## src/rtl/mem_lsu_ctrl_pkg.sv

```systemverilog
// Shared definitions for the load/store unit controller.
// Holds the access size codes, the FSM state encoding and the lane helpers.
// Both the controller and the lane merge block use these helpers.
package mem_lsu_ctrl_pkg;

    localparam logic [1:0] SIZE_B = 2'b00;
    localparam logic [1:0] SIZE_H = 2'b01;
    localparam logic [1:0] SIZE_W = 2'b10;
    localparam logic [1:0] SIZE_X = 2'b11;

    typedef enum logic [2:0] {
        ST_IDLE,
        ST_RD,
        ST_RD_DATA,
        ST_WR,
        ST_RMW_RD,
        ST_RMW_WR,
        ST_ERR
    } lsu_state_e;

    // A request is rejected when its size code is illegal.
    // It is also rejected when its offset does not match the natural alignment of its size.
    function automatic logic req_is_bad(input logic [1:0] size, input logic [1:0] off);
        logic bad;
        case (size)
            SIZE_B:  bad = 1'b0;
            SIZE_H:  bad = off[0];
            SIZE_W:  bad = (off != 2'b00);
            default: bad = 1'b1;
        endcase
        return bad;
    endfunction

    // Pull the addressed lane out of a RAM word, then sign- or zero-extend it.
    // A word access returns the RAM word unchanged.
    function automatic logic [31:0] lane_extract(input logic [31:0] word, input logic [1:0] size,
                                                 input logic [1:0] off, input logic sgn);
        logic [7:0]  b;
        logic [15:0] h;
        logic [31:0] res;
        b = 8'(word >> {off, 3'b000});
        h = off[1] ? word[31:16] : word[15:0];
        case (size)
            SIZE_B:  res = sgn ? {{24{b[7]}}, b} : {24'h0, b};
            SIZE_H:  res = sgn ? {{16{h[15]}}, h} : {16'h0, h};
            default: res = word;
        endcase
        return res;
    endfunction

    // Replace the addressed lane of the old word with the low bits of the new data.
    // The new data is right-justified.
    function automatic logic [31:0] lane_merge(input logic [31:0] old_word, input logic [31:0] new_data,
                                               input logic [1:0] size, input logic [1:0] off);
        logic [31:0] mask;
        logic [31:0] shifted;
        logic [31:0] res;
        case (size)
            SIZE_B: begin
                mask    = 32'h0000_00FF << {off, 3'b000};
                shifted = {24'h0, new_data[7:0]} << {off, 3'b000};
                res     = (old_word & ~mask) | (shifted & mask);
            end
            SIZE_H: begin
                mask    = off[1] ? 32'hFFFF_0000 : 32'h0000_FFFF;
                shifted = off[1] ? {new_data[15:0], 16'h0} : {16'h0, new_data[15:0]};
                res     = (old_word & ~mask) | (shifted & mask);
            end
            default: res = new_data;
        endcase
        return res;
    endfunction

endpackage

```

## src/rtl/mem_lsu_ctrl_if.sv

```systemverilog
// Bus between the memory stage, the load/store controller and the data block RAM.
// The master modport is the CPU side, the slave modport is the controller
// and the ram modport is the block RAM instance.
interface mem_lsu_ctrl_if #(
    parameter int ADDR_W = 8,
    parameter int RAM_AW = ADDR_W - 2
);
    logic              Req_Valid;
    logic              Req_Ready;
    logic              Req_Write;
    logic [1:0]        Req_Size;
    logic              Req_Signed;
    logic [ADDR_W-1:0] Req_Addr;
    logic [31:0]       Req_WData;
    logic              Rsp_Valid;
    logic              Rsp_Err;
    logic [31:0]       Rsp_RData;
    logic              Ram_We;
    logic [RAM_AW-1:0] Ram_Addr;
    logic [31:0]       Ram_Din;
    logic [31:0]       Ram_Dout;

    modport master (
        output Req_Valid, Req_Write, Req_Size, Req_Signed, Req_Addr, Req_WData,
        input  Req_Ready, Rsp_Valid, Rsp_Err, Rsp_RData
    );

    modport slave (
        input  Req_Valid, Req_Write, Req_Size, Req_Signed, Req_Addr, Req_WData,
        output Req_Ready, Rsp_Valid, Rsp_Err, Rsp_RData,
        output Ram_We, Ram_Addr, Ram_Din,
        input  Ram_Dout
    );

    modport ram (
        input  Ram_We, Ram_Addr, Ram_Din,
        output Ram_Dout
    );

endinterface

```

## src/rtl/mem_lsu_ctrl_lane_merge.sv

```systemverilog
// Combinational lane logic.
// It merges store data into the old RAM word for sub-word stores.
// It also extracts and extends the addressed lane of a RAM word for loads.
module mem_lane_merge
    import mem_lsu_ctrl_pkg::*;
(
    input  logic [31:0] old_word,
    input  logic [31:0] new_data,
    input  logic [1:0]  size,
    input  logic [1:0]  offset,
    input  logic        load_signed,
    output logic [31:0] merged_word,
    output logic [31:0] load_data
);

    // Both paths are evaluated from the same latched size and offset.
    always_comb begin
        merged_word = lane_merge(old_word, new_data, size, offset);
        load_data   = lane_extract(old_word, size, offset, load_signed);
    end

endmodule

```

## src/rtl/mem_lsu_ctrl.sv

```systemverilog
// Data-memory load/store controller.
// It accepts one request at a time over a valid/ready handshake.
// It drives a single-port RAM with a 1-cycle registered read.
// Sub-word stores run as a read-modify-write through the lane merge block.
module mem_lsu_ctrl
    import mem_lsu_ctrl_pkg::*;
#(
    parameter int ADDR_W = 8,
    parameter int RAM_AW = ADDR_W - 2
) (
    input  logic           Clk_m,
    input  logic           Rst_m,
    mem_lsu_ctrl_if.slave  bus
);

    lsu_state_e        state_q, state_d;
    logic [1:0]        size_q, size_d;
    logic [1:0]        off_q, off_d;
    logic              signed_q, signed_d;
    logic [31:0]       wdata_q, wdata_d;
    logic [RAM_AW-1:0] ram_addr_q, ram_addr_d;
    logic [31:0]       ram_din_q, ram_din_d;
    logic              rsp_valid_q, rsp_valid_d;
    logic              rsp_err_q, rsp_err_d;
    logic [31:0]       rsp_rdata_q, rsp_rdata_d;

    logic [31:0]       merged_word;
    logic [31:0]       load_data;

    mem_lane_merge u_lane (
        .old_word    (bus.Ram_Dout),
        .new_data    (wdata_q),
        .size        (size_q),
        .offset      (off_q),
        .load_signed (signed_q),
        .merged_word (merged_word),
        .load_data   (load_data)
    );

    // Next-state and next-output logic.
    // Request fields are captured only on the accept cycle.
    always_comb begin
        state_d     = state_q;
        size_d      = size_q;
        off_d       = off_q;
        signed_d    = signed_q;
        wdata_d     = wdata_q;
        ram_addr_d  = ram_addr_q;
        ram_din_d   = ram_din_q;
        rsp_valid_d = 1'b0;
        rsp_err_d   = 1'b0;
        rsp_rdata_d = rsp_rdata_q;
        case (state_q)
            ST_IDLE: begin
                if (bus.Req_Valid) begin
                    size_d   = bus.Req_Size;
                    off_d    = bus.Req_Addr[1:0];
                    signed_d = bus.Req_Signed;
                    wdata_d  = bus.Req_WData;
                    if (req_is_bad(bus.Req_Size, bus.Req_Addr[1:0])) begin
                        state_d = ST_ERR;
                    end else begin
                        ram_addr_d = bus.Req_Addr[ADDR_W-1:2];
                        if (bus.Req_Write) begin
                            ram_din_d = bus.Req_WData;
                            state_d   = (bus.Req_Size == SIZE_W) ? ST_WR : ST_RMW_RD;
                        end else begin
                            state_d = ST_RD;
                        end
                    end
                end
            end
            ST_RD: begin
                state_d = ST_RD_DATA;
            end
            ST_RD_DATA: begin
                rsp_valid_d = 1'b1;
                rsp_rdata_d = load_data;
                state_d     = ST_IDLE;
            end
            ST_WR: begin
                rsp_valid_d = 1'b1;
                state_d     = ST_IDLE;
            end
            ST_RMW_RD: begin
                state_d = ST_RMW_WR;
            end
            ST_RMW_WR: begin
                rsp_valid_d = 1'b1;
                state_d     = ST_IDLE;
            end
            ST_ERR: begin
                rsp_valid_d = 1'b1;
                rsp_err_d   = 1'b1;
                rsp_rdata_d = 32'h0;
                state_d     = ST_IDLE;
            end
            default: begin
                state_d = ST_IDLE;
            end
        endcase
    end

    // FSM state and registered outputs.
    // Reset returns the controller to idle with every output cleared.
    always_ff @(posedge Clk_m or posedge Rst_m) begin
        if (Rst_m) begin
            state_q     <= ST_IDLE;
            size_q      <= SIZE_B;
            off_q       <= 2'b00;
            signed_q    <= 1'b0;
            wdata_q     <= 32'h0;
            ram_addr_q  <= '0;
            ram_din_q   <= 32'h0;
            rsp_valid_q <= 1'b0;
            rsp_err_q   <= 1'b0;
            rsp_rdata_q <= 32'h0;
        end else begin
            state_q     <= state_d;
            size_q      <= size_d;
            off_q       <= off_d;
            signed_q    <= signed_d;
            wdata_q     <= wdata_d;
            ram_addr_q  <= ram_addr_d;
            ram_din_q   <= ram_din_d;
            rsp_valid_q <= rsp_valid_d;
            rsp_err_q   <= rsp_err_d;
            rsp_rdata_q <= rsp_rdata_d;
        end
    end

    // Ready and write enable decode straight from the state register.
    // Because of this, a reset drops the write enable at once.
    // During the merge write cycle the RAM data comes from the lane merge block.
    always_comb begin
        bus.Req_Ready = (state_q == ST_IDLE);
        bus.Ram_We    = (state_q == ST_WR) || (state_q == ST_RMW_WR);
        bus.Ram_Din   = (state_q == ST_RMW_WR) ? merged_word : ram_din_q;
        bus.Ram_Addr  = ram_addr_q;
        bus.Rsp_Valid = rsp_valid_q;
        bus.Rsp_Err   = rsp_err_q;
        bus.Rsp_RData = rsp_rdata_q;
    end

endmodule

```

## src/flat_wrapper.sv

```systemverilog
// flat-port wrapper written by rule: the top's interface ports become plain ports
module mem_lsu_ctrl_flat import mem_lsu_ctrl_pkg::*;
#(
    parameter int ADDR_W = 8,
    parameter int RAM_AW = ADDR_W - 2
)
  (Clk_m, Rst_m, bus_Req_Valid, bus_Req_Write, bus_Req_Size, bus_Req_Signed, bus_Req_Addr, bus_Req_WData, bus_Req_Ready, bus_Rsp_Valid, bus_Rsp_Err, bus_Rsp_RData, bus_Ram_We, bus_Ram_Addr, bus_Ram_Din, bus_Ram_Dout);
  mem_lsu_ctrl_if #(.ADDR_W(ADDR_W), .RAM_AW(RAM_AW)) bus_i ();
  input  logic Clk_m;
  input  logic Rst_m;
  input wire logic [$bits(bus_i.Req_Valid)-1:0] bus_Req_Valid;
  input wire logic [$bits(bus_i.Req_Write)-1:0] bus_Req_Write;
  input wire logic [$bits(bus_i.Req_Size)-1:0] bus_Req_Size;
  input wire logic [$bits(bus_i.Req_Signed)-1:0] bus_Req_Signed;
  input wire logic [$bits(bus_i.Req_Addr)-1:0] bus_Req_Addr;
  input wire logic [$bits(bus_i.Req_WData)-1:0] bus_Req_WData;
  output wire logic [$bits(bus_i.Req_Ready)-1:0] bus_Req_Ready;
  output wire logic [$bits(bus_i.Rsp_Valid)-1:0] bus_Rsp_Valid;
  output wire logic [$bits(bus_i.Rsp_Err)-1:0] bus_Rsp_Err;
  output wire logic [$bits(bus_i.Rsp_RData)-1:0] bus_Rsp_RData;
  output wire logic [$bits(bus_i.Ram_We)-1:0] bus_Ram_We;
  output wire logic [$bits(bus_i.Ram_Addr)-1:0] bus_Ram_Addr;
  output wire logic [$bits(bus_i.Ram_Din)-1:0] bus_Ram_Din;
  input wire logic [$bits(bus_i.Ram_Dout)-1:0] bus_Ram_Dout;
  assign bus_i.Req_Valid = bus_Req_Valid;
  assign bus_i.Req_Write = bus_Req_Write;
  assign bus_i.Req_Size = bus_Req_Size;
  assign bus_i.Req_Signed = bus_Req_Signed;
  assign bus_i.Req_Addr = bus_Req_Addr;
  assign bus_i.Req_WData = bus_Req_WData;
  assign bus_Req_Ready = bus_i.Req_Ready;
  assign bus_Rsp_Valid = bus_i.Rsp_Valid;
  assign bus_Rsp_Err = bus_i.Rsp_Err;
  assign bus_Rsp_RData = bus_i.Rsp_RData;
  assign bus_Ram_We = bus_i.Ram_We;
  assign bus_Ram_Addr = bus_i.Ram_Addr;
  assign bus_Ram_Din = bus_i.Ram_Din;
  assign bus_i.Ram_Dout = bus_Ram_Dout;
  mem_lsu_ctrl #(.ADDR_W(ADDR_W), .RAM_AW(RAM_AW)) u_core (.Clk_m(Clk_m), .Rst_m(Rst_m), .bus(bus_i));
endmodule
```

## config.mk

```make
export PLATFORM = sky130hd
export DESIGN_NAME = mem_lsu_ctrl_flat
export DESIGN_NICKNAME = d
export VERILOG_FILES = /design/src/rtl/mem_lsu_ctrl_pkg.sv /design/src/rtl/mem_lsu_ctrl_if.sv /design/src/rtl/mem_lsu_ctrl_lane_merge.sv /design/src/rtl/mem_lsu_ctrl.sv /design/src/flat_wrapper.sv
export SDC_FILE = /design/constraint.sdc
export NUM_CORES = 1
export LEC_CHECK = 0
export CAP_MARGIN = 25
export CORE_MARGIN = 4
export CORE_UTILIZATION = 45
export DETAILED_ROUTE_END_ITERATION = 12
export PLACE_DENSITY = 0.77
export SLEW_MARGIN = 20
export SYNTH_ARGS = -nofsm -noshare
export SYNTH_HDL_FRONTEND = slang
export SYNTH_SLANG_ARGS = --single-unit
```

## constraint.sdc

```tcl
create_clock -name Clk_m -period 3.8 [get_ports Clk_m]
set_clock_uncertainty 0.05 [all_clocks]
set_input_delay 0.76 -clock Clk_m [delete_from_list [all_inputs] [get_ports Clk_m]]
set_output_delay 0.76 -clock Clk_m [all_outputs]
set_load 0.005 [all_outputs]
```

**Word level (Yosys, flattened, before mapping)**

Index checks and enable logic that the tools add are counted.

- Input port bits: 79
- Output and inout bits: 74
- Word-level logic and storage cells: 61
- Bits in registers: 112

- Bitwise gates (word level): 9
- Mux-type cells: 19
- Equality and inequality tests: 10
- Shift-type cells: 3
- Reduce and logical (&&, ||, !) cells: 10

Operators with widths:

| cell | number |
|---|---|
| 32-bit case mux with 2 select lines | 3 |
| 32-bit 2-to-1 mux | 5 |
| 32-bit AND | 4 |
| 32-bit NOT | 2 |
| 32-bit bitwise OR | 2 |
| 8-bit by 5-bit left shift with 32-bit output | 1 |
| 8-bit by 5-bit left shift with 32-bit output, first input constant | 1 |
| 32-bit by 5-bit right shift with 8-bit output | 1 |
| 16-bit 2-to-1 mux | 1 |
| 3-bit 2-to-1 mux | 4 |
| 3-bit equality test, second input constant | 3 |
| 3-bit case mux with 3 select lines | 1 |
| 3-bit by 2-bit equality test with 1-bit output, second input constant | 2 |
| 2-bit by 1-bit equality test with 1-bit output, second input constant | 2 |
| 2-bit logical NOT | 2 |
| 1-bit 2-to-1 mux | 4 |
| 4-bit AND reduction | 1 |
| 2-bit nonzero test | 2 |
| 4-bit OR reduction | 1 |
| 3-bit by 1-bit equality test with 1-bit output, second input constant | 1 |
| 3-bit logical NOT | 1 |
| 1-bit case mux with 3 select lines | 1 |
| 3-bit AND reduction | 1 |
| 2-bit equality test, second input constant | 1 |
| 4 further kinds | 4 |

**Logic depth before layout (Yosys ltp)**

Gate-level depths: netlist of the first run.

- Depth after elaboration: 7
- Gate-level depth with buffers: 8
- Depth with buffers taken out: 4

**By module**

A second synthesis of the first run with hierarchy kept.

- Cell total of the unflattened synthesis: 578
- Area, all modules: 6173.4 um^2

Modules (own cells, without submodules):

| module | times used | cells an instance | area each (um^2) | sequential area each (um^2) |
|---|---|---|---|---|
| mem_lsu_ctrl | 1 | 362 | 4800.9 | 2802.7 |
| mem_lane_merge | 1 | 216 | 1372.6 | 0.0 |

**Least setup slack after synthesis of the first run**

Ideal clock, no wire load.

- Path kind: register -> output
- Start: register u_core.off_q[0]
- End: output port bus_Ram_Din[16]
- Arrival: 1662 ps
- Path buffers: 2
- Path slack: 1328 ps
- Required time: 2990 ps
- Stages on the path, launching flop included: 7
- Cells stage by stage: dfrtp_1 -> clkbuf_1 -> nand2b_1 -> clkbuf_1 -> mux2_2 -> a221oi_1 -> o21ai_0

- Cells in the longest elaborated chain, start to end: 6
- Elaborated cells on any way between the ends: 8
- Classes of those cells: 2 x shift; 2 x mux; 4 x bitwise

RTL lines:

| element | line | source |
|---|---|---|
| start: declaration | mem_lsu_ctrl.sv:18 | `logic [1:0] off_q, off_d;` |
| start signal: assignment | mem_lsu_ctrl.sv:110 | `off_q <= 2'b00;` |
| start signal: assignment | mem_lsu_ctrl.sv:121 | `off_q <= off_d;` |
| 8-bit by 5-bit left shift with 32-bit output | mem_lsu_ctrl_pkg.sv:60 | `mask = 32'h0000_00FF << {off, 3'b000};` |
| 32-bit NOT | mem_lsu_ctrl_pkg.sv:62 | `res = (old_word & ~mask) \| (shifted & mask);` |
| 32-bit AND | mem_lsu_ctrl_pkg.sv:62 |  |
| 32-bit bitwise OR * | mem_lsu_ctrl_pkg.sv:62 |  |
| 32-bit case mux with 2 select lines * | mem_lsu_ctrl_pkg.sv:58 | `case (size)` |
| 32-bit 2-to-1 mux * | mem_lsu_ctrl.sv:138 | `bus.Ram_Din = (state_q == ST_RMW_WR) ? merged_word : ram_din_q;` |
| end: declaration | flat_wrapper.sv:23 | `output wire logic [$bits(bus_i.Ram_Din)-1:0] bus_Ram_Din;` |

Mark *: on every way between the ends. The rest lies on a longest branch, timed or not.

**Worst setup path in the final report of the first run**

- Start: register u_core.off_q[1]
- End: output port bus_Ram_Din[10]

- Cells in the longest elaborated chain, start to end: 6
- Elaborated cells on any way between the ends: 14
- Classes of those cells: 2 x shift; 4 x mux; 8 x bitwise

RTL lines:

| element | line |
|---|---|
| 8-bit by 5-bit left shift with 32-bit output or 32-bit 2-to-1 mux (tied branches) | mem_lsu_ctrl_pkg.sv:60, mem_lsu_ctrl_pkg.sv:65 |
| 32-bit NOT (on tied branches) | mem_lsu_ctrl_pkg.sv:62, mem_lsu_ctrl_pkg.sv:67 |
| 32-bit AND (on tied branches) | mem_lsu_ctrl_pkg.sv:62, mem_lsu_ctrl_pkg.sv:67 |
| 32-bit bitwise OR (on tied branches) | mem_lsu_ctrl_pkg.sv:62, mem_lsu_ctrl_pkg.sv:67 |
| 32-bit case mux with 2 select lines * | mem_lsu_ctrl_pkg.sv:58 |
| 32-bit 2-to-1 mux * | mem_lsu_ctrl.sv:138 |

Marks and branches as above.

==> metrics.csv, run 1 <==
stage,metric,value,unit
synth,postSynth.asyncResetShare,100,%
floorplan,initial_utilization,46.8,%
clocking,cts.sink_count,112,
worst_setup_path,worstReg2RegEnd,u_core.ram_din_q[14],
clocking,cts_max_level,3,
synth,syn_nets,612,
power,power_per_cell_area,820,nW/µm²
floorplan,std_cell_rows,41,
power,overall_power,6520,µW
power,ir_drop,384,µV
floorplan,core-area,12800,µm²
global_route,grt_first_pass_wirelength,27500,µm
worst_setup_path,critical_path_source_type,flop,
clocking,clockRootBuffer,sky130_fd_sc_hd__clkbuf_16,
route,postRouteWirelength,17800,µm
flow_run,max-cap-violations,0,
cells_and_area,layout.filler_cells,1033,
clocking,worst_setup_hold_path_clk_slew,0.07,ns
route,remaining_drc_errors,0,
floorplan,chip_width,123,µm
cells_and_area,layout.cells.most_common,sky130_fd_sc_hd__clkdlybuf4s50_1,
sta,grt_setup_unrepaired,no,
global_route,grt_overflow_total,0,
synth,register_area_share_after_synthesis,46.7,%
floorplan,die_y,123,µm
cells_and_area,final_cell_mix,"152 x sky130_fd_sc_hd__clkdlybuf4s50_1, 112 x sky130_fd_sc_hd__dfrtp_1, 74 x sky130_fd_sc_hd__mux2_2",
worst_hold_path,hold_path_class,flop to flop,
synth,synth_cells,533,
worst_setup_path,setup.worst_path.class,flop to output port,
power,seq_pwr_share,34.6,%
synth,yosys_most_used_dff,sky130_fd_sc_hd__dfrtp_1,
global_route,grt_max_degree,65,
worst_setup_path,cp-end-kind,output port,
route,detail-route-antenna-nets,0,
global_route,first_global_vias,4984,
route,avgViaCountPerCell,5.78,
route,detailedRoute.firstIterationViolations,550,
sta,finalWorstPathRequiredPeriod,3.54,ns
clocking,clock_latency,0.36,ns
sta,totalNegativeSetupSlack,0,ns
worst_setup_path,crit_end,bus_Ram_Din[10],
cells_and_area,antenna-diode-count,0,
worst_setup_path,critical_path_required,2.99,ns
sta,timing.final.hold_violations,0,
route,drtPass1Iterations,4,
power,portion_of_total_power_attributed_to_the_clock_network,13.4,%
sta,final_min_period_over_clock_period,93.2,%
cells_and_area,final_net_count,748,
clocking,cts_max_path_buffers,2,
sta,fmaxAchievable,282,MHz
worst_setup_path,maximum_fanout_along_the_worst_path,11,
cells_and_area,areaGrowthSynthToFinish,32.5,%
power,power_leakage,0.00339,µW
floorplan,boundaryPins,153,
synth,synth_warnings,0,
power,switching_power,2350,µW
synth,synthesis.area,6000,µm²
place,gpl.final_weighted_congestion,0.856,
route,drt-wirelength-per-cell,21.1,µm
worst_setup_path,reg2reg_depth,5,
worst_setup_path,reg2reg_slack,1.40,ns
outcome,run_status,finished clean,
sta,report.final.setup_viol,0,
worst_setup_path,critical_path_launch_point,u_core.off_q[1],
synth,postSynthRegisterBits,112,
route,detailroute.via_count,4883,
cells_and_area,drive_gt1_share,21.2,%
global_route,all_layer_gr_usage,24.0,%
worst_setup_path,timing.rr.start,u_core.state_q[1],
power,internal-power,4170,µW
sta,tightest_slew,0.672,ns
worst_setup_path,worstPathArrival,2.73,ns
power,p_sw_share,36.0,%
clocking,cts_tree,done,
floorplan,die_area,15200,µm²
sta,drv_slew,0,
place,place.port_buffers,152,
sta,max_slew_margin,55.2,%
place,dpl.hpwl,13600,µm
power,combinationalPowerShare,52.0,%
synth,synth_enable_flop_cells,0,
synth,netlist-cell-type-count,40,
synth,syn-mean-instance-area,11.3,µm²
global_route,grt_antenna_before_repair,0,
clocking,cts-buffers-inserted,9,
cell usage after synthesis, types with 2 or more instances:
cell | count | share of area, %
sky130_fd_sc_hd__nor3_1 | 6 | 0.50
sky130_fd_sc_hd__o21a_1 | 8 | 1.0
sky130_fd_sc_hd__dfrtp_1 | 112 | 47
sky130_fd_sc_hd__inv_1 | 5 | 0.31
sky130_fd_sc_hd__a21oi_1 | 2 | 0.17
sky130_fd_sc_hd__o21ai_0 | 61 | 5.1
sky130_fd_sc_hd__a211oi_1 | 7 | 0.88
sky130_fd_sc_hd__o22ai_1 | 7 | 0.73
sky130_fd_sc_hd__o21ai_1 | 3 | 0.25
sky130_fd_sc_hd__clkbuf_1 | 29 | 1.8
sky130_fd_sc_hd__buf_6 | 3 | 0.56
sky130_fd_sc_hd__mux2_4 | 30 | 7.5
sky130_fd_sc_hd__buf_2 | 13 | 1.1
sky130_fd_sc_hd__mux2i_1 | 27 | 4.5
sky130_fd_sc_hd__mux2_2 | 74 | 14
sky130_fd_sc_hd__nand2b_1 | 7 | 0.73
sky130_fd_sc_hd__o221ai_1 | 2 | 0.29
sky130_fd_sc_hd__a221o_1 | 16 | 2.7
sky130_fd_sc_hd__nand2_1 | 54 | 3.4
sky130_fd_sc_hd__a221oi_1 | 24 | 3.5
sky130_fd_sc_hd__nor2_1 | 23 | 1.4
sky130_fd_sc_hd__nor2b_1 | 2 | 0.21
cells by family (layout without fill, tap and decap cells):
| kind of cell | Yosys count | in the layout | share of synthesized area [%] |
|---|---|---|---|
| AO/OA/AOI/OAI | 137 | 137 | 15.5 |
| XOR/XNOR | 2 | 2 | 0.292 |
| buffers and inverters | 51 | 191 | 3.84 |
| flip-flops | 112 | 112 | 46.7 |
| multiplexers | 132 | 132 | 26.3 |
| AND/OR/NAND/NOR | 99 | 99 | 7.34 |
state kept, by name, indices dropped and copies added (netlist names):
register / flops
u_core.bus.Rsp_RData: 32
u_core.size_q: 2
u_core.signed_q: 1
u_core.wdata_q: 32
u_core.bus.Rsp_Err: 1
u_core.bus.Rsp_Valid: 1
u_core.off_q: 2
u_core.state_q: 3
u_core.ram_din_q: 32
u_core.bus.Ram_Addr: 6
power by group through the flow:
stage          registers [µW]  logic [µW]  clock network, µW
2_1_floorplan            2040        2120                  0
3_3_place_gp             2220        3310                  0
3_5_place_dp             2260        3370                  0
4_1_cts                  2250        3390                897
5_1_grt                  2320        3680                949
6_report                 2260        3390                873
metrics by stage:
step	cell area, µm²	setup slack [ns]	hold slack (ns)	std cells	util, %
after global routing	7950	0.150	0.470	845	62.0
after global placement	7660	0.356	0.420	829	59.7
after floorplan	6000	0.0310	0.423	533	-
after detailed placement	7660	0.327	0.428	829	59.7
final	7950	0.258	0.440	845	62.0
after CTS	7930	0.102	0.444	844	61.8
worst max-delay path: stages, from the launching register on:
cell and delay, ns:
sky130_fd_sc_hd__dfrtp_1 0.50, sky130_fd_sc_hd__buf_4 0.25, sky130_fd_sc_hd__nor2b_1 0.51, sky130_fd_sc_hd__o21a_1 0.18
sky130_fd_sc_hd__a221oi_1 0.04, sky130_fd_sc_hd__o21ai_0 0.31, sky130_fd_sc_hd__clkdlybuf4s50_1 0.58
layer usage:
layer  vias up  part of all wire [%]  GRT usage (%)
li1       2243                     -              -
met4         0                   2.3           8.03
met5         -                     0              0
met1      2437                    44           32.1
met2       176                    47           38.5
met3        27                   6.4           5.54
timing repair:
item	4_1_cts	5_1_grt
hold buffers	0	0
setup buffers	0	0
resized for setup	0	1
endpoints found under the setup margin	0	3
how the worst min path moves through the flow:
stage,start,cells past startpoint,endpoint,slack (ns)
final,u_core.bus.Rsp_RData[11],2,u_core.bus.Rsp_RData[11],0.44
after global routing,u_core.bus.Rsp_RData[5],2,u_core.bus.Rsp_RData[5],0.47
after CTS,u_core.bus.Rsp_RData[11],2,u_core.bus.Rsp_RData[11],0.44
after detailed placement,u_core.bus.Rsp_RData[11],2,u_core.bus.Rsp_RData[11],0.43
after global placement,u_core.bus.Rsp_RData[14],2,u_core.bus.Rsp_RData[14],0.42
after floorplan,u_core.bus.Rsp_RData[0],2,u_core.bus.Rsp_RData[0],0.42
final cells by class:
class / count / area, µm² / share of cell area, %
well taps: 172 / 215 / 2.71
clock buffers: 13 / 250 / 3.15
inverters: 5 / 21.3 / 0.268
multi-input cells: 370 / 2970 / 37.3
clock inverters: 2 / 16.3 / 0.205
flip-flops and latches: 112 / 2800 / 35.2
repair buffers: 171 / 1680 / 21.1
Power figures use the tool's default switching activity.
==> inputs of run 2 (changes only) <==
--- a/config.mk
+++ b/config.mk
@@ -5,9 +5,10 @@
 export SDC_FILE = /design/constraint.sdc
 export NUM_CORES = 1
 export LEC_CHECK = 0
-export CAP_MARGIN = 25
+export CAP_MARGIN = 40
 export CORE_MARGIN = 4
 export CORE_UTILIZATION = 45
+export CTS_CLUSTER_SIZE = 10
 export DETAILED_ROUTE_END_ITERATION = 12
 export PLACE_DENSITY = 0.77
 export SLEW_MARGIN = 20
==> metrics.csv, run 2 (synthesis results as in run 1) <==
stage,metric,value,unit,change
worst_setup_path,critical_path_launch_point,u_core.off_q[1],,unchanged
worst_setup_path,critical_path_source_type,flop,,unchanged
power,power_per_cell_area,828,nW/µm²,was 820 nW/µm²
sta,fmaxAchievable,287,MHz,was 282 MHz
route,detail-route-antenna-nets,0,,unchanged
global_route,all_layer_gr_usage,24.1,%,was 24.0%
route,remaining_drc_errors,0,,unchanged
route,postRouteWirelength,17800,µm,about the same
place,place.port_buffers,152,,unchanged
cells_and_area,areaGrowthSynthToFinish,33.1,%,was 32.5%
route,drt-wirelength-per-cell,21.0,µm,was 21.1 µm
route,avgViaCountPerCell,5.82,,was 5.78
floorplan,die_y,123,µm,unchanged
cells_and_area,final_net_count,748,,unchanged
cells_and_area,layout.cells.most_common,sky130_fd_sc_hd__clkdlybuf4s50_1,,unchanged
global_route,grt_first_pass_wirelength,28000,µm,"was 27,500 µm"
worst_hold_path,min_path_cells,2,,unchanged
cells_and_area,drive_gt1_share,21.5,%,was 21.2%
worst_setup_path,critical_path_required,2.99,ns,about the same
global_route,grt_max_degree,55,,was 65
floorplan,initial_utilization,46.8,%,unchanged
floorplan,chip_width,123,µm,unchanged
cells_and_area,seqCellArea,2800,µm²,unchanged
worst_setup_path,maximum_fanout_along_the_worst_path,16,,was 11
place,dpl.hpwl,13600,µm,about the same
cells_and_area,antenna-diode-count,0,,unchanged
place,placed_cells,830,,was 829
clocking,worst_setup_hold_path_clk_slew,0.07,ns,about the same
sta,tightest_slew,0.648,ns,was 0.672 ns
sta,finalWorstPathRequiredPeriod,3.49,ns,was 3.54 ns
cells_and_area,stdcell_count,846,,was 845
clocking,cts.sink_count,112,,unchanged
sta,max_slew_margin,56.8,%,was 55.2%
sta,final_min_period_over_clock_period,91.8,%,was 93.2%
route,detailroute.via_count,4922,,"was 4,883"
worst_setup_path,reg2reg_depth,5,,unchanged
worst_hold_path,hold_path_class,flop to flop,,unchanged
clocking,cts_max_path_buffers,2,,unchanged
worst_setup_path,crit_end,bus_Ram_Din[8],,was bus_Ram_Din[10]
floorplan,die_area,15200,µm²,unchanged
clocking,cts_max_level,3,,unchanged
worst_setup_path,setup.worst_path.class,flop to output port,,unchanged
floorplan,std_cell_rows,41,,unchanged
floorplan,core-area,12800,µm²,unchanged
global_route,first_global_vias,4988,,"was 4,984"
flow_run,max-cap-violations,0,,unchanged
power,ir_drop,350,µV,was 384 µV
sta,drv_slew,0,,unchanged
sta,grt_setup_unrepaired,no,,unchanged
outcome,run_status,finished clean,,unchanged
clocking,cts_tree,done,,unchanged
power,power_leakage,0.00341,µW,was 0.00339 µW
sta,fin_hold_ws,0.442,ns,was 0.440 ns
sta,totalNegativeSetupSlack,0,ns,unchanged
clocking,cts-buffers-inserted,9,,unchanged
sta,timing.final.hold_violations,0,,unchanged
global_route,grt_antenna_before_repair,0,,unchanged
worst_setup_path,cp-end-kind,output port,,unchanged
clocking,clock_latency,0.36,ns,about the same
worst_setup_path,worstPathArrival,2.68,ns,was 2.73 ns
route,detailedRoute.firstIterationViolations,466,,was 550
worst_setup_path,worstReg2RegEnd,u_core.ram_din_q[14],,unchanged
worst_setup_path,reg2reg_slack,1.43,ns,was 1.40 ns
clocking,cts_setup_buffers,0,,unchanged
cells_and_area,final_cell_mix,"152 x sky130_fd_sc_hd__clkdlybuf4s50_1, 112 x sky130_fd_sc_hd__dfrtp_1, 74 x sky130_fd_sc_hd__mux2_2",,unchanged
cells_and_area,layout.filler_cells,1046,,"was 1,033"
global_route,grt_overflow_total,0,,unchanged
floorplan,boundaryPins,153,,unchanged
clocking,clockRootBuffer,sky130_fd_sc_hd__clkbuf_16,,unchanged
place,gpl.final_weighted_congestion,0.856,,unchanged
cells_and_area,multi_input_area,2970,µm²,unchanged
route,drtPass1Iterations,7,,was 4
sta,report.final.setup_viol,0,,unchanged
worst_setup_path,timing.rr.start,u_core.state_q[1],,unchanged
[run 2: cell count changes in the layout (fill, tap and decap cells not counted), sizes merged]
cell      change
clkinvlp      -1
bufinv        +1
inv           +1
clkbuf        -1
clkinv        +1
[run 2: power breakdown]
part	switching (µW)	leakage, µW	internal (µW)
Combinational	1430	0.00189	1960
Sequential	501	0.00138	1750
Clock	433	0.000147	533
Total	2370	0.00341	4240
[run 2: worst max-delay path: stages (launching register included)]
cell	delay [ns]
sky130_fd_sc_hd__dfrtp_1	0.53
sky130_fd_sc_hd__buf_4	0.31
sky130_fd_sc_hd__inv_1	0.15
sky130_fd_sc_hd__nor2_2	0.34
sky130_fd_sc_hd__a221oi_1	0.14
sky130_fd_sc_hd__o21ai_0	0.27
sky130_fd_sc_hd__clkdlybuf4s50_1	0.57
[run 2: how the worst min path moves through the flow]
stage / from / endpoint / slack [ns]
floorplan: u_core.bus.Rsp_RData[0] / u_core.bus.Rsp_RData[0] / 0.42
global placement: u_core.bus.Rsp_RData[14] / u_core.bus.Rsp_RData[14] / 0.42
detailed placement: u_core.bus.Rsp_RData[6] / u_core.bus.Rsp_RData[6] / 0.43
CTS: u_core.bus.Rsp_RData[6] / u_core.bus.Rsp_RData[6] / 0.44
global route: u_core.bus.Rsp_RData[6] / u_core.bus.Rsp_RData[6] / 0.47
finish: u_core.bus.Rsp_RData[6] / u_core.bus.Rsp_RData[6] / 0.44
[run 2: timing repair]
item                       4_1_cts  5_1_grt
hold endpoints to repair         0        0
hold buffers                     0        0
resized for setup                0        1
setup endpoints to repair        0        3
[run 2: layout make-up]
class / instances / share of cell area, %
multi-input combinational: 370 / 37.2
sequential: 112 / 35.1
timing repair buffer: 171 / 21.0
clock buffer: 12 / 3.09
tap: 172 / 2.70
clock inverter: 4 / 0.658
inverter: 5 / 0.266
[run 2: per-stage QoR]
stage	setup slack, ns	area, µm²	total power, µW	util [%]
global placement	0.356	7660	5530	59.7
floorplan	0.0310	6000	4160	-
global route	0.152	7980	7040	62.3
CTS	0.123	7980	6640	62.2
detailed placement	0.364	7680	5650	59.9
finish	0.311	7980	6610	62.3
[run 2: routing by layer]
metal  global-route usage, %  share of wire (%)
met2                    39.0                 47
met1                    33.1                 45
met4                    6.51                1.7
met5                       0                  0
met3                    4.76                6.4
==> inputs of run 3 (changes only) <==
--- a/config.mk
+++ b/config.mk
@@ -5,12 +5,13 @@
 export SDC_FILE = /design/constraint.sdc
 export NUM_CORES = 1
 export LEC_CHECK = 0
+export ABC_AREA = 1
 export CAP_MARGIN = 40
 export CORE_MARGIN = 4
-export CORE_UTILIZATION = 45
+export CORE_UTILIZATION = 46
 export CTS_CLUSTER_SIZE = 10
 export DETAILED_ROUTE_END_ITERATION = 12
-export PLACE_DENSITY = 0.77
+export PLACE_DENSITY = 0.78
 export SLEW_MARGIN = 20
 export SYNTH_ARGS = -nofsm -noshare
 export SYNTH_HDL_FRONTEND = slang
==> metrics.csv, run 3 <==
stage,metric,value,unit,change
clocking,cts-hold-fix-buffers,0,,unchanged
place,dpl.hpwl,14500,µm,"was 13,600 µm"
floorplan,initial_utilization,46.8,%,about the same
worst_setup_path,reg2reg_depth,7,,was 5
cells_and_area,seqCellArea,2800,µm²,unchanged
sta,totalNegativeSetupSlack,0,ns,unchanged
flow_run,max-cap-violations,0,,unchanged
worst_setup_path,crit_end,bus_Ram_Din[0],,was bus_Ram_Din[8]
route,remaining_drc_errors,0,,unchanged
synth,synth_area_leader_cell,sky130_fd_sc_hd__dfrtp_1,,unchanged
worst_setup_path,maximum_fanout_along_the_worst_path,17,,was 16
global_route,all_layer_gr_usage,24.2,%,was 24.1%
worst_setup_path,critical_path_launch_point,u_core.state_q[2],,was u_core.off_q[1]
clocking,cts.sink_count,112,,unchanged
global_route,grt_max_degree,113,,was 55
synth,yosysTopAreaCellShare,43.1,%,was 46.7%
clocking,cts-buffers-inserted,9,,unchanged
worst_setup_path,setup.worst_path.class,flop to output port,,unchanged
clocking,clockRootBuffer,sky130_fd_sc_hd__clkbuf_16,,unchanged
worst_hold_path,hold_path_class,flop to flop,,unchanged
cells_and_area,stdcell_count,1220,,was 846
clocking,cts_max_level,3,,unchanged
cells_and_area,final_net_count,1115,,was 748
synth,postSynth.asyncResetShare,100,%,unchanged
sta,drv_slew,0,,unchanged
worst_setup_path,slowest_stage,sky130_fd_sc_hd__clkinv_1,,was sky130_fd_sc_hd__clkdlybuf4s50_1
clocking,cts_resized,0,,unchanged
clocking,worst_setup_hold_path_clk_slew,0.07,ns,about the same
synth,postSynthRegisterBits,112,,unchanged
route,drtPass1Iterations,5,,was 7
clocking,cts_max_path_buffers,2,,unchanged
worst_setup_path,critical_path.cell_chain,inv_1 -> nor3_4 -> clkinv_1 -> nand2_1 -> o21ai_1 -> clkdlybuf4s50_1,,was buf_4 -> inv_1 -> nor2_2 -> a221oi_1 -> o21ai_0 -> clkdlybuf4s50_1
synth,synth_warnings,0,,unchanged
place,place.port_buffers,152,,unchanged
route,avgViaCountPerCell,5.23,,was 5.82
worst_setup_path,worstPathArrival,2.76,ns,was 2.68 ns
sta,tightest_slew,0.737,ns,was 0.648 ns
power,ir_drop,421,µV,was 350 µV
floorplan,std_cell_rows,43,,was 41
global_route,grt_overflow_total,0,,unchanged
synth,yosys_most_used_dff,sky130_fd_sc_hd__dfrtp_1,,unchanged
place,placed_cells,1204,,was 830
floorplan,chip_width,127,µm,was 123 µm
worst_setup_path,max_stage_delay,0.66,ns,was 0.57 ns
synth,synth_cells,908,,was 533
cells_and_area,layout.filler_cells,1298,,"was 1,046"
route,detailroute.via_count,6375,,"was 4,922"
floorplan,core-area,13900,µm²,"was 12,800 µm²"
synth,netlist-cell-type-count,32,,was 40
worst_setup_path,critical_path_source_type,flop,,unchanged
cells_and_area,final_cell_mix,"289 x sky130_fd_sc_hd__nand2_1, 152 x sky130_fd_sc_hd__clkdlybuf4s50_1, 112 x sky130_fd_sc_hd__dfrtp_1",,"was 152 x sky130_fd_sc_hd__clkdlybuf4s50_1, 112 x sky130_fd_sc_hd__dfrtp_1, 74 x sky130_fd_sc_hd__mux2_2"
synth,post-synth-top-count-cell,sky130_fd_sc_hd__nand2_1,,was sky130_fd_sc_hd__dfrtp_1
floorplan,die_area,16100,µm²,"was 15,200 µm²"
cells_and_area,areaGrowthSynthToFinish,29.6,%,was 33.1%
sta,report.final.setup_viol,0,,unchanged
sta,grt_setup_unrepaired,no,,unchanged
synth,register_area_share_after_synthesis,43.1,%,was 46.7%
power,power_per_cell_area,809,nW/µm²,was 828 nW/µm²
worst_setup_path,timing.rr.start,u_core.state_q[0],,was u_core.state_q[1]
sta,finalWorstPathRequiredPeriod,3.57,ns,was 3.49 ns
worst_setup_path,cp-end-kind,output port,,unchanged
floorplan,die_y,127,µm,was 123 µm
route,postRouteWirelength,19800,µm,"was 17,800 µm"
cells_and_area,layout.cells.most_common,sky130_fd_sc_hd__nand2_1,,was sky130_fd_sc_hd__clkdlybuf4s50_1
synth,yosys-top-cells-count,"289 x sky130_fd_sc_hd__nand2_1, 112 x sky130_fd_sc_hd__dfrtp_1, 102 x sky130_fd_sc_hd__inv_1, 90 x sky130_fd_sc_hd__o21ai_0, 67 x sky130_fd_sc_hd__o21ai_1",,"was 112 x sky130_fd_sc_hd__dfrtp_1, 74 x sky130_fd_sc_hd__mux2_2, 61 x sky130_fd_sc_hd__o21ai_0, 54 x sky130_fd_sc_hd__nand2_1, 30 x sky130_fd_sc_hd__mux2_4"
place,gpl.final_weighted_congestion,0.980,,was 0.856
synth,synth_area_leaders,"sky130_fd_sc_hd__dfrtp_1 43%, sky130_fd_sc_hd__nand2_1 17%, sky130_fd_sc_hd__o21ai_0 6.9%, sky130_fd_sc_hd__inv_1 5.9%, sky130_fd_sc_hd__o21ai_1 5.2%",,"was sky130_fd_sc_hd__dfrtp_1 47%, sky130_fd_sc_hd__mux2_2 14%, sky130_fd_sc_hd__mux2_4 7.5%, sky130_fd_sc_hd__o21ai_0 5.1%, sky130_fd_sc_hd__mux2i_1 4.5%"
sta,fmaxAchievable,280,MHz,was 287 MHz
clocking,cts_tree,done,,unchanged
cells_and_area,antenna-diode-count,0,,unchanged
synth,syn_nets,987,,was 612
sta,timing.final.hold_violations,0,,unchanged
route,detailedRoute.firstIterationViolations,626,,was 466
outcome,run_status,finished clean,,unchanged
sta,max_slew_margin,50.9,%,was 56.8%
route,detail-route-antenna-nets,0,,unchanged
global_route,first_global_vias,5931,,"was 4,988"
worst_setup_path,worstReg2RegEnd,u_core.bus.Ram_Addr[2],,was u_core.ram_din_q[14]
cells_and_area,drive_gt1_share,7.50,%,was 21.5%
worst_setup_path,reg2reg_slack,1.70,ns,was 1.43 ns
power,power_leakage,0.00413,µW,was 0.00341 µW
sta,fin_hold_ws,0.424,ns,was 0.442 ns
clocking,clock_latency,0.35,ns,was 0.36 ns
cells_and_area,multi_input_area,2990,µm²,was 2970 µm²
route,drt-wirelength-per-cell,16.2,µm,was 21.0 µm
global_route,grt_antenna_before_repair,0,,unchanged
synth,syn-mean-instance-area,7.16,µm²,was 11.3 µm²
clocking,cts_setup_buffers,0,,unchanged
global_route,grt_first_pass_wirelength,30900,µm,"was 28,000 µm"
sta,final_min_period_over_clock_period,93.9,%,was 91.8%
worst_setup_path,critical_path_required,2.99,ns,about the same
floorplan,boundaryPins,153,,unchanged
power,overall_power,6810,µW,was 6610 µW
synth,synth_enable_flop_cells,0,,unchanged
synth,synthesis.area,6500,µm²,was 6000 µm²
## run 3: cell count changes after synthesis, moves of 30 or more
cell	before	now
sky130_fd_sc_hd__nand3_1	1	32
sky130_fd_sc_hd__mux2_2	74	1
sky130_fd_sc_hd__o21ai_1	3	67
sky130_fd_sc_hd__a21oi_1	2	49
sky130_fd_sc_hd__nand2_1	54	289
sky130_fd_sc_hd__inv_1	5	102
sky130_fd_sc_hd__mux2_4	30	0
## run 3: logic make-up after synthesis
group                  synth area share, %
muxes                                0.173
AOI/OAI and AO/OA                     20.2
and+or+nand+nor                       25.6
DFF                                   43.1
buffers and inverters                 10.9
## run 3: cell type report
type	instances	area share (%)
Sequential cell	112	33.3
Multi-Input combinational cell	638	35.4
Timing Repair Buffer	165	19.8
Inverter	110	4.93
Clock inverter	3	0.773
Clock buffer	12	3.05
Tap cell	180	2.67
## run 3: worst min path at each step
stage	startpoint	slack, ns	end	depth (start not counted)
after floorplan	u_core.ram_din_q[15]	0.40	u_core.ram_din_q[15]	2
after global placement	u_core.bus.Ram_Addr[3]	0.40	u_core.bus.Ram_Addr[3]	2
after detailed placement	u_core.bus.Ram_Addr[3]	0.41	u_core.bus.Ram_Addr[3]	2
after CTS	u_core.bus.Ram_Addr[1]	0.43	u_core.bus.Ram_Addr[1]	2
after global routing	u_core.bus.Ram_Addr[5]	0.44	u_core.bus.Ram_Addr[5]	2
final	u_core.bus.Ram_Addr[3]	0.42	u_core.bus.Ram_Addr[3]	2
## run 3: routing by layer
metal  GRT usage [%]  share of wire [%]  up-vias
li1                -                  -     3146
met1            34.4                 45     2921
met2            36.8                 45      263
met3            3.71                7.0       45
met4            10.7                3.6        0
met5               0                  0        -
## run 3: report_power, final
group | internal (µW) | switching (µW) | total, µW
clock | 610 | 423 | 1030
sequential | 1720 | 378 | 2100
combinational | 1640 | 2050 | 3680
total | 3970 | 2850 | 6810
## run 3: through the flow
| stage | util (%) | cell area (µm²) | setup slack, ns |
|---|---|---|---|
| after floorplan | - | 6500 | 0.0310 |
| after global placement | 58.0 | 8060 | 0.579 |
| final | 60.7 | 8420 | 0.231 |
| after CTS | 60.6 | 8410 | 0.221 |
| after global routing | 60.7 | 8420 | 0.0406 |
| after detailed placement | 58.2 | 8090 | 0.583 |
## run 3: critical path, delay by kind of cell, from the launching register on
family	cells	cell delay (ns)
compound gates	1	0.10
buf+inv	3	1.25
flops	1	0.41
simple gates	2	0.64
